**config.mk**
```make
export PLATFORM = sky130hd
export DESIGN_NAME = cia_host_arbiter
export DESIGN_NICKNAME = d
export VERILOG_FILES = /design/src/rtl/cia_host_arbiter_pkg.sv /design/src/rtl/cia_phi2_window.sv /design/src/rtl/cia_host_arbiter.sv
export SDC_FILE = /design/constraint.sdc
export NUM_CORES = 1
export LEC_CHECK = 0
export CAP_MARGIN = 20
export CELL_PAD_IN_SITES_DETAIL_PLACEMENT = 1
export CELL_PAD_IN_SITES_GLOBAL_PLACEMENT = 2
export CORE_UTILIZATION = 28
export CTS_CLUSTER_DIAMETER = 150
export DETAILED_ROUTE_END_ITERATION = 8
export PLACE_DENSITY_LB_ADDON = 0.1
export SETUP_SLACK_MARGIN = 0.5
export SYNTH_ARGS = -nofsm -noshare
export SYNTH_HDL_FRONTEND = slang
export SYNTH_SLANG_ARGS = --single-unit
```
**constraint.sdc**
```tcl
create_clock -name clk -period 3.5 [get_ports clk]
set_input_delay 0.35 -clock clk [delete_from_list [all_inputs] [get_ports clk]]
set_output_delay 0.35 -clock clk [all_outputs]
set_load 0.01 [all_outputs]
```
**src/rtl/cia_host_arbiter_pkg.sv**
```systemverilog
// Shared types and constants for the CIA host/bus register-file arbiter.
// Contents: arbiter FSM state enum, latched host request struct, the number
// of clk cycles a host access occupies, and a saturating 8-bit increment.
package cia_host_arbiter_pkg;

  typedef enum logic [1:0] {
    IDLE   = 2'd0,
    SETUP  = 2'd1,
    STROBE = 2'd2,
    ACK    = 2'd3
  } arb_state_t;

  typedef struct packed {
    logic       we;
    logic [3:0] addr;
    logic [7:0] wdata;
  } host_req_t;

  // SETUP + STROBE + ACK
  localparam int HOST_ACCESS_CYCLES = 3;

  function automatic logic [7:0] sat_inc(input logic [7:0] v);
    return (v == 8'hFF) ? v : v + 8'd1;
  endfunction

endpackage

```
**src/rtl/cia_phi2_window.sv**
```systemverilog
// phi2 phase measurement and host access window.
// Ports:
//   clk, rst_n        clock, asynchronous active-low reset
//   phi2              bus clock, already synchronised to clk
//   phi2_q            phi2 registered (the phase the arbiter works from)
//   phi2_up, phi2_dn  one-cycle pulses in the first high / first low cycle of phi2_q
//   window            a complete host access plus guard cycles still fits in
//                     the current low phase, judged by the previous low length
module cia_phi2_window
  import cia_host_arbiter_pkg::*;
#(
  parameter int GUARD_CYCLES = 2,
  parameter int MIN_LOW      = 5
) (
  input  logic clk,
  input  logic rst_n,
  input  logic phi2,
  output logic phi2_q,
  output logic phi2_up,
  output logic phi2_dn,
  output logic window
);

  logic       phi2_qq;
  logic [7:0] low_cnt;
  logic [7:0] last_low;

  assign phi2_up = phi2_q & ~phi2_qq;
  assign phi2_dn = ~phi2_q & phi2_qq;

  // low_cnt is computed one cycle ahead from the raw phi2 so that it reads 0
  // in the first phi2_q-low cycle.  It stops advancing once phi2 goes high,
  // so in the phi2_up cycle it still holds the index of the last low cycle.
  always_ff @(posedge clk or negedge rst_n) begin
    if (!rst_n) begin
      phi2_q   <= 1'b0;
      phi2_qq  <= 1'b0;
      low_cnt  <= 8'd0;
      last_low <= 8'd0;
    end else begin
      phi2_q  <= phi2;
      phi2_qq <= phi2_q;
      if (!phi2) begin
        if (phi2_q) low_cnt <= 8'd0;
        else        low_cnt <= sat_inc(low_cnt);
      end
      if (phi2_up) last_low <= sat_inc(low_cnt);
    end
  end

  assign window = ~phi2_q
                & (int'(last_low) >= MIN_LOW)
                & ((int'(low_cnt) + HOST_ACCESS_CYCLES + GUARD_CYCLES) <= int'(last_low));

endmodule

```
**src/rtl/cia_host_arbiter.sv**
```systemverilog
// Arbitrates the CIA register file between the 65xx bus and an internal host
// port.  The bus owns the phi2-high phase; host accesses (SETUP, STROBE, ACK)
// are slotted into the phi2-low phase when the measured window allows.
// Drives one address/strobe/commit interface to the register sub-blocks.
// Ports:
//   clk, rst_n                       clock, asynchronous active-low reset
//   phi2, cs_n, r_w_n                bus phase, chip select, read/write
//   bus_addr, bus_wdata              bus address / write data
//   host_req/we/addr/wdata           host request (held until host_ack)
//   host_ack, host_rdata, host_err   completion pulse, read data, timeout flag
//   host_busy                        host transaction accepted, not yet acked
//   core_addr/wdata/rd/we/commit     register file access interface
//   core_rdata                       addressed register value
// Handshake: host_req is a level held until the one-cycle host_ack; the host
// may change host_we/addr/wdata only after host_ack.  A host_req still high
// in the cycle after host_ack starts a new transaction.
// Build option: define CIA_HOST_ARB_TIMEOUT_EN to complete a request with
// host_err after TIMEOUT_PHI2 phi2 periods without an access window.
module cia_host_arbiter
  import cia_host_arbiter_pkg::*;
#(
  parameter int GUARD_CYCLES = 2,
  parameter int MIN_LOW      = 5,
  parameter int TIMEOUT_PHI2 = 255
) (
  input  logic       clk,
  input  logic       rst_n,
  input  logic       phi2,
  input  logic       cs_n,
  input  logic       r_w_n,
  input  logic [3:0] bus_addr,
  input  logic [7:0] bus_wdata,
  input  logic       host_req,
  input  logic       host_we,
  input  logic [3:0] host_addr,
  input  logic [7:0] host_wdata,
  output logic       host_ack,
  output logic [7:0] host_rdata,
  output logic       host_err,
  output logic       host_busy,
  output logic [3:0] core_addr,
  output logic [7:0] core_wdata,
  output logic       core_rd,
  output logic       core_we,
  output logic       core_commit,
  input  logic [7:0] core_rdata
);

  logic       phi2_q;
  logic       phi2_up;
  logic       phi2_dn;
  logic       window;
  arb_state_t state;
  arb_state_t state_nx;
  host_req_t  lat;
  logic       busy_r;
  logic       bus_we_q;
  logic [7:0] rdata_r;
  logic       timeout_hit;

  cia_phi2_window #(
    .GUARD_CYCLES (GUARD_CYCLES),
    .MIN_LOW      (MIN_LOW)
  ) u_window (
    .clk     (clk),
    .rst_n   (rst_n),
    .phi2    (phi2),
    .phi2_q  (phi2_q),
    .phi2_up (phi2_up),
    .phi2_dn (phi2_dn),
    .window  (window)
  );

`ifdef CIA_HOST_ARB_TIMEOUT_EN
  logic [7:0] to_cnt;
  logic       err_l;

  // Counts phi2 periods while a request waits in IDLE (including after an
  // aborted SETUP); cleared whenever the request drops or completes.
  assign timeout_hit = (state == IDLE) & host_req & phi2_up
                     & ((int'(to_cnt) + 1) >= TIMEOUT_PHI2);

  always_ff @(posedge clk or negedge rst_n) begin
    if (!rst_n) begin
      to_cnt <= 8'd0;
      err_l  <= 1'b0;
    end else begin
      err_l <= (state == IDLE) && (state_nx == ACK);
      if (!host_req || state == ACK || timeout_hit) to_cnt <= 8'd0;
      else if (state == IDLE && phi2_up)           to_cnt <= to_cnt + 8'd1;
    end
  end

  assign host_err = (state == ACK) & err_l;
`else
  logic unused_phi2_up;
  assign unused_phi2_up = phi2_up;
  assign timeout_hit    = 1'b0;
  assign host_err       = 1'b0;
`endif

  always_comb begin
    state_nx = state;
    case (state)
      IDLE: begin
        if (host_req && window) state_nx = SETUP;
        else if (timeout_hit)   state_nx = ACK;
      end
      // phi2 rising before the strobe means the window was misjudged; drop
      // back and retry later rather than collide with the bus.
      SETUP:   state_nx = phi2_q ? IDLE : STROBE;
      STROBE:  state_nx = ACK;
      ACK:     state_nx = IDLE;
      default: state_nx = IDLE;
    endcase
  end

  always_ff @(posedge clk or negedge rst_n) begin
    if (!rst_n) begin
      state    <= IDLE;
      lat      <= '0;
      busy_r   <= 1'b0;
      bus_we_q <= 1'b0;
      rdata_r  <= 8'd0;
    end else begin
      state    <= state_nx;
      bus_we_q <= phi2_q & ~cs_n & ~r_w_n;
      if (state == IDLE && state_nx == SETUP) begin
        lat.we    <= host_we;
        lat.addr  <= host_addr;
        lat.wdata <= host_wdata;
      end
      if (state_nx == ACK)                         busy_r <= 1'b0;
      else if (state == IDLE && state_nx == SETUP) busy_r <= 1'b1;
      if (state == STROBE)                         rdata_r <= core_rdata;
      else if (state == IDLE && state_nx == ACK)   rdata_r <= 8'hFF;
    end
  end

  // The host owns the core interface in STROBE (which always completes) and
  // in SETUP/ACK while phi2_q is low; otherwise the bus decode passes through.
  // Bus strobes need phi2_q high or a phi2_dn commit, so they never coincide
  // with the host STROBE cycle.
  always_comb begin
    core_addr   = bus_addr;
    core_wdata  = bus_wdata;
    core_rd     = 1'b0;
    core_we     = 1'b0;
    core_commit = 1'b0;
    if (state == STROBE) begin
      core_addr   = lat.addr;
      core_wdata  = lat.wdata;
      core_rd     = ~lat.we;
      core_we     = lat.we;
      core_commit = lat.we;
    end else if (state != IDLE && !phi2_q) begin
      core_addr  = lat.addr;
      core_wdata = lat.wdata;
    end else begin
      core_rd     = phi2_q & ~cs_n & r_w_n;
      core_we     = phi2_q & ~cs_n & ~r_w_n;
      core_commit = phi2_dn & bus_we_q;
    end
    // Bus address/data are passed through combinationally; force them low
    // while reset is held so every output is 0 during reset.
    if (!rst_n) begin
      core_addr  = 4'd0;
      core_wdata = 8'd0;
    end
  end

  assign host_ack   = (state == ACK);
  assign host_busy  = busy_r;
  assign host_rdata = rdata_r;

endmodule

```
==> impl_metrics.tcl <==
set metrics [dict create \
    crit_path_max_incr_delay_ns 0.40 \
    n_antenna_cell 0 \
    avgSynthCellArea_um2 10.0 \
    areaGrowthSynthToFinish_pct 40.0 \
    synth_nets 317 \
    die_area_um2 9930 \
    fin_setup_tns_ns 0 \
    synth_top_area_cell "dfrtp_1" \
    synth_top_area_share_pct 40.3 \
    fin_cells 467 \
    final_layout_size_suffix_gt1_share_pct 22.2 \
    viasPerCell 4.73 \
    yosysMostFrequentCell "dfrtp_1" \
    start_kind "register" \
    rr_startpoint "u_window.low_cnt[0]" \
    die_h_um 99.7 \
    synthAdderAreaFrac_pct 5.15 \
    synth-seq-area-share_pct 40.3 \
    grt_max_degree 42 \
    clock_latency_ns 0.30 \
    synth-edff-count 0 \
    ioPinCount 65 \
    crit_start "u_window.low_cnt[0]" \
    status "completed" \
    nets 387 \
    end_kind "register" \
    synth_cell_type_count 48 \
    synth_compound_area_share_pct 12.3 \
    synth_area_um2 2670 \
    drc 0 \
    max-vdd-ir-drop_v 0.000284 \
    worstSetupPathType "register to register" \
    placed_cells 449 \
    ys_ff_latch 43 \
    cts_buffers 5 \
    start_util_pct 28.9 \
    async_flop_share_pct 100 \
    gp_congestion 0.738 \
    r2r_cells 15 \
    wl_um 7390 \
    yosysWarnings 0 \
    tritoncts "yes" \
    final_hold_viol_count 0 \
    clk_path_buf_depth 2 \
    path_cells "inv_2, ha_4, buf_6, nand2_2, or4_1, a41o_1, xor2_1, ha_1, nand4_1, nor2_2, a21oi_2, nor3_4, nand3b_4, clkbuf_16, mux2_4" \
    synth_top_family_by_area "simple AND/OR/NAND/NOR gates" \
    tightest_slew_ns 0.623 \
    worstSetupPathDepth 15 \
    pwr_density_cell_nw_per_um2 565 \
    first_iter_violations 61 \
    fin_total_pwr_w 0.00211 \
    yosys.area_share.simple_pct 16.1 \
    numPortBuffers 63 \
    dp_hpwl_um 5500 \
    synthMuxAreaShare_pct 15.2 \
    ys.flop_type "dfrtp_1" \
    critPathArrivalTime_ns 3.43 \
    antenna_found_initial 0 \
    vias 2208 \
    hp-class "input pin to asynchronous set/reset pin" \
    synthesis.instances 267 \
    final-max-slew-violation-count 0 \
    crit_required_ns 3.68 \
    synthXorXnorAreaFrac_pct 5.58 \
    clock_sinks 43 \
    finalCritPeriodShare_pct 92.8 \
    rsz0062_at_grt "true" \
    min_period_ns 3.25 \
    crit_buf_inv 3 \
    crit_fanout 6 \
    die_w_um 99.7 \
    relSlewSlack_pct 58.4 \
    netlist_top_cells_count "dfrtp_1, nor2_1, a21oi_1" \
    synth.area.top_cells "dfrtp_1, mux2_4, ha_1" \
    wire_per_inst_um 15.8 \
    path_delay_family "simple AND/OR/NAND/NOR gates" \
    power.leakage_nw 1.54 \
    clk_pin_slew_ns 0.08 \
    rows 35 \
    cts_root_buf "clkbuf_8" \
    cap_viol_max_count 0 \
    core_area_um2 9240 \
    skew_ns 0.0108 \
    grt-ovfl-total 0 \
    report.final.setup_viol 0 \
    drtPass1Iterations 4 \
    drtAntennaViolNets 0 \
    first_global_vias 2341 \
    slowest_stage "dfrtp_1" \
    grt.total_usage_pct 15.4 \
    cts.htree.levels 2 \
    grt_pass1_wl_um 11800 \
    max_freq_mhz 308 \
]
## where the power goes
part | switching [W] | internal, W | leakage [nW]
Clock | 0.000174 | 0.000162 | 0.0484
Sequential | 0.000116 | 0.000657 | 0.527
Combinational | 0.000410 | 0.000595 | 0.967
Total | 0.000699 | 0.00141 | 1.54
## metal layers
layer  share of wire (%)  global-route usage (%)  wire length, um  up-vias
li1                    -                       -                -     1083
met1                  48                    20.3             3580     1086
met2                  47                    26.0             3500       34
met3                 3.3                    2.74              242        5
met4                0.92                    4.07               68        0
met5                   0                       0                0        -
## stage by stage
step | area, um2 | util (%) | worst slack (ns) | hold WS (ns)
after floorplan | 2720 | - | 0.152 | 0.0544
after global placement | 3460 | 37.5 | 0.162 | 0.234
after detailed placement | 3460 | 37.5 | 0.0749 | 0.230
after CTS | 3660 | 39.6 | 0.280 | 0.512
after global routing | 3740 | 40.5 | 0.0510 | 0.514
final | 3740 | 40.5 | 0.251 | 0.495
## flip-flops by register name (all words and copies together), names as in the netlist
register,count
bus_we_q,1
u_window.last_low,8
host_busy,1
u_window.low_cnt,8
host_rdata,8
lat,13
u_window.phi2_qq,1
u_window.phi2_q,1
state,2
## final cells by class
class / count / area, um2
fillers: 1068 / 5500
multi-input cells: 193 / 1550
flip-flops and latches: 43 / 1080
repair buffers: 82 / 805
well taps: 129 / 161
clock buffers: 7 / 86.3
inverters: 12 / 45.0
clock inverters: 1 / 8.76
## cell usage in the layout (no fill, tap or decap), types with 3 or more instances in the layout
| cell type | count |
|---|---|
| ha_1 | 9 |
| o21ai_0 | 11 |
| a31o_2 | 4 |
| xor2_1 | 5 |
| nor2_2 | 3 |
| mux2_4 | 10 |
| nand4_1 | 5 |
| clkbuf_8 | 6 |
| xnor2_1 | 11 |
| clkdlybuf4s50_1 | 62 |
| buf_4 | 15 |
| inv_1 | 8 |
| nor2_1 | 15 |
| mux2_2 | 12 |
| a31oi_1 | 8 |
| a21oi_1 | 15 |
| mux2i_1 | 12 |
| dfrtp_1 | 41 |
| nor2b_1 | 15 |
| nand3_1 | 6 |
| inv_2 | 3 |
| nand2_1 | 11 |
## cell families after synthesis
| group | count (synthesis) |
|---|---|
| multiplexers | 34 |
| other | 1 |
| XOR/XNOR | 17 |
| flip-flops | 43 |
| AO/OA/AOI/OAI | 53 |
| AND/OR/NAND/NOR | 77 |
| adder cells (fa/ha/maj) | 11 |
| buffers and inverters | 31 |
## final timing paths
check	end	slack [ns]
min reg2reg	host_rdata[2]	0.51
max in group asynchronous	u_window.low_cnt[2]	2.15
max	lat[11]	0.25
min in group clk	host_rdata[2]	0.51
min	lat[3]	0.50
max reg2reg	lat[11]	0.25
## what timing repair did
action | CTS | global route
hold endpoints to repair | 2 | 0
hold buffers | 1 | 0
cloned | 0 | 1
setup endpoints to repair | 13 | 18
buffers inserted | 6 | 2
resized for setup | 7 | 10
pin swaps | 9 | 5
No activity file was read; power rests on OpenSTA's default activity.
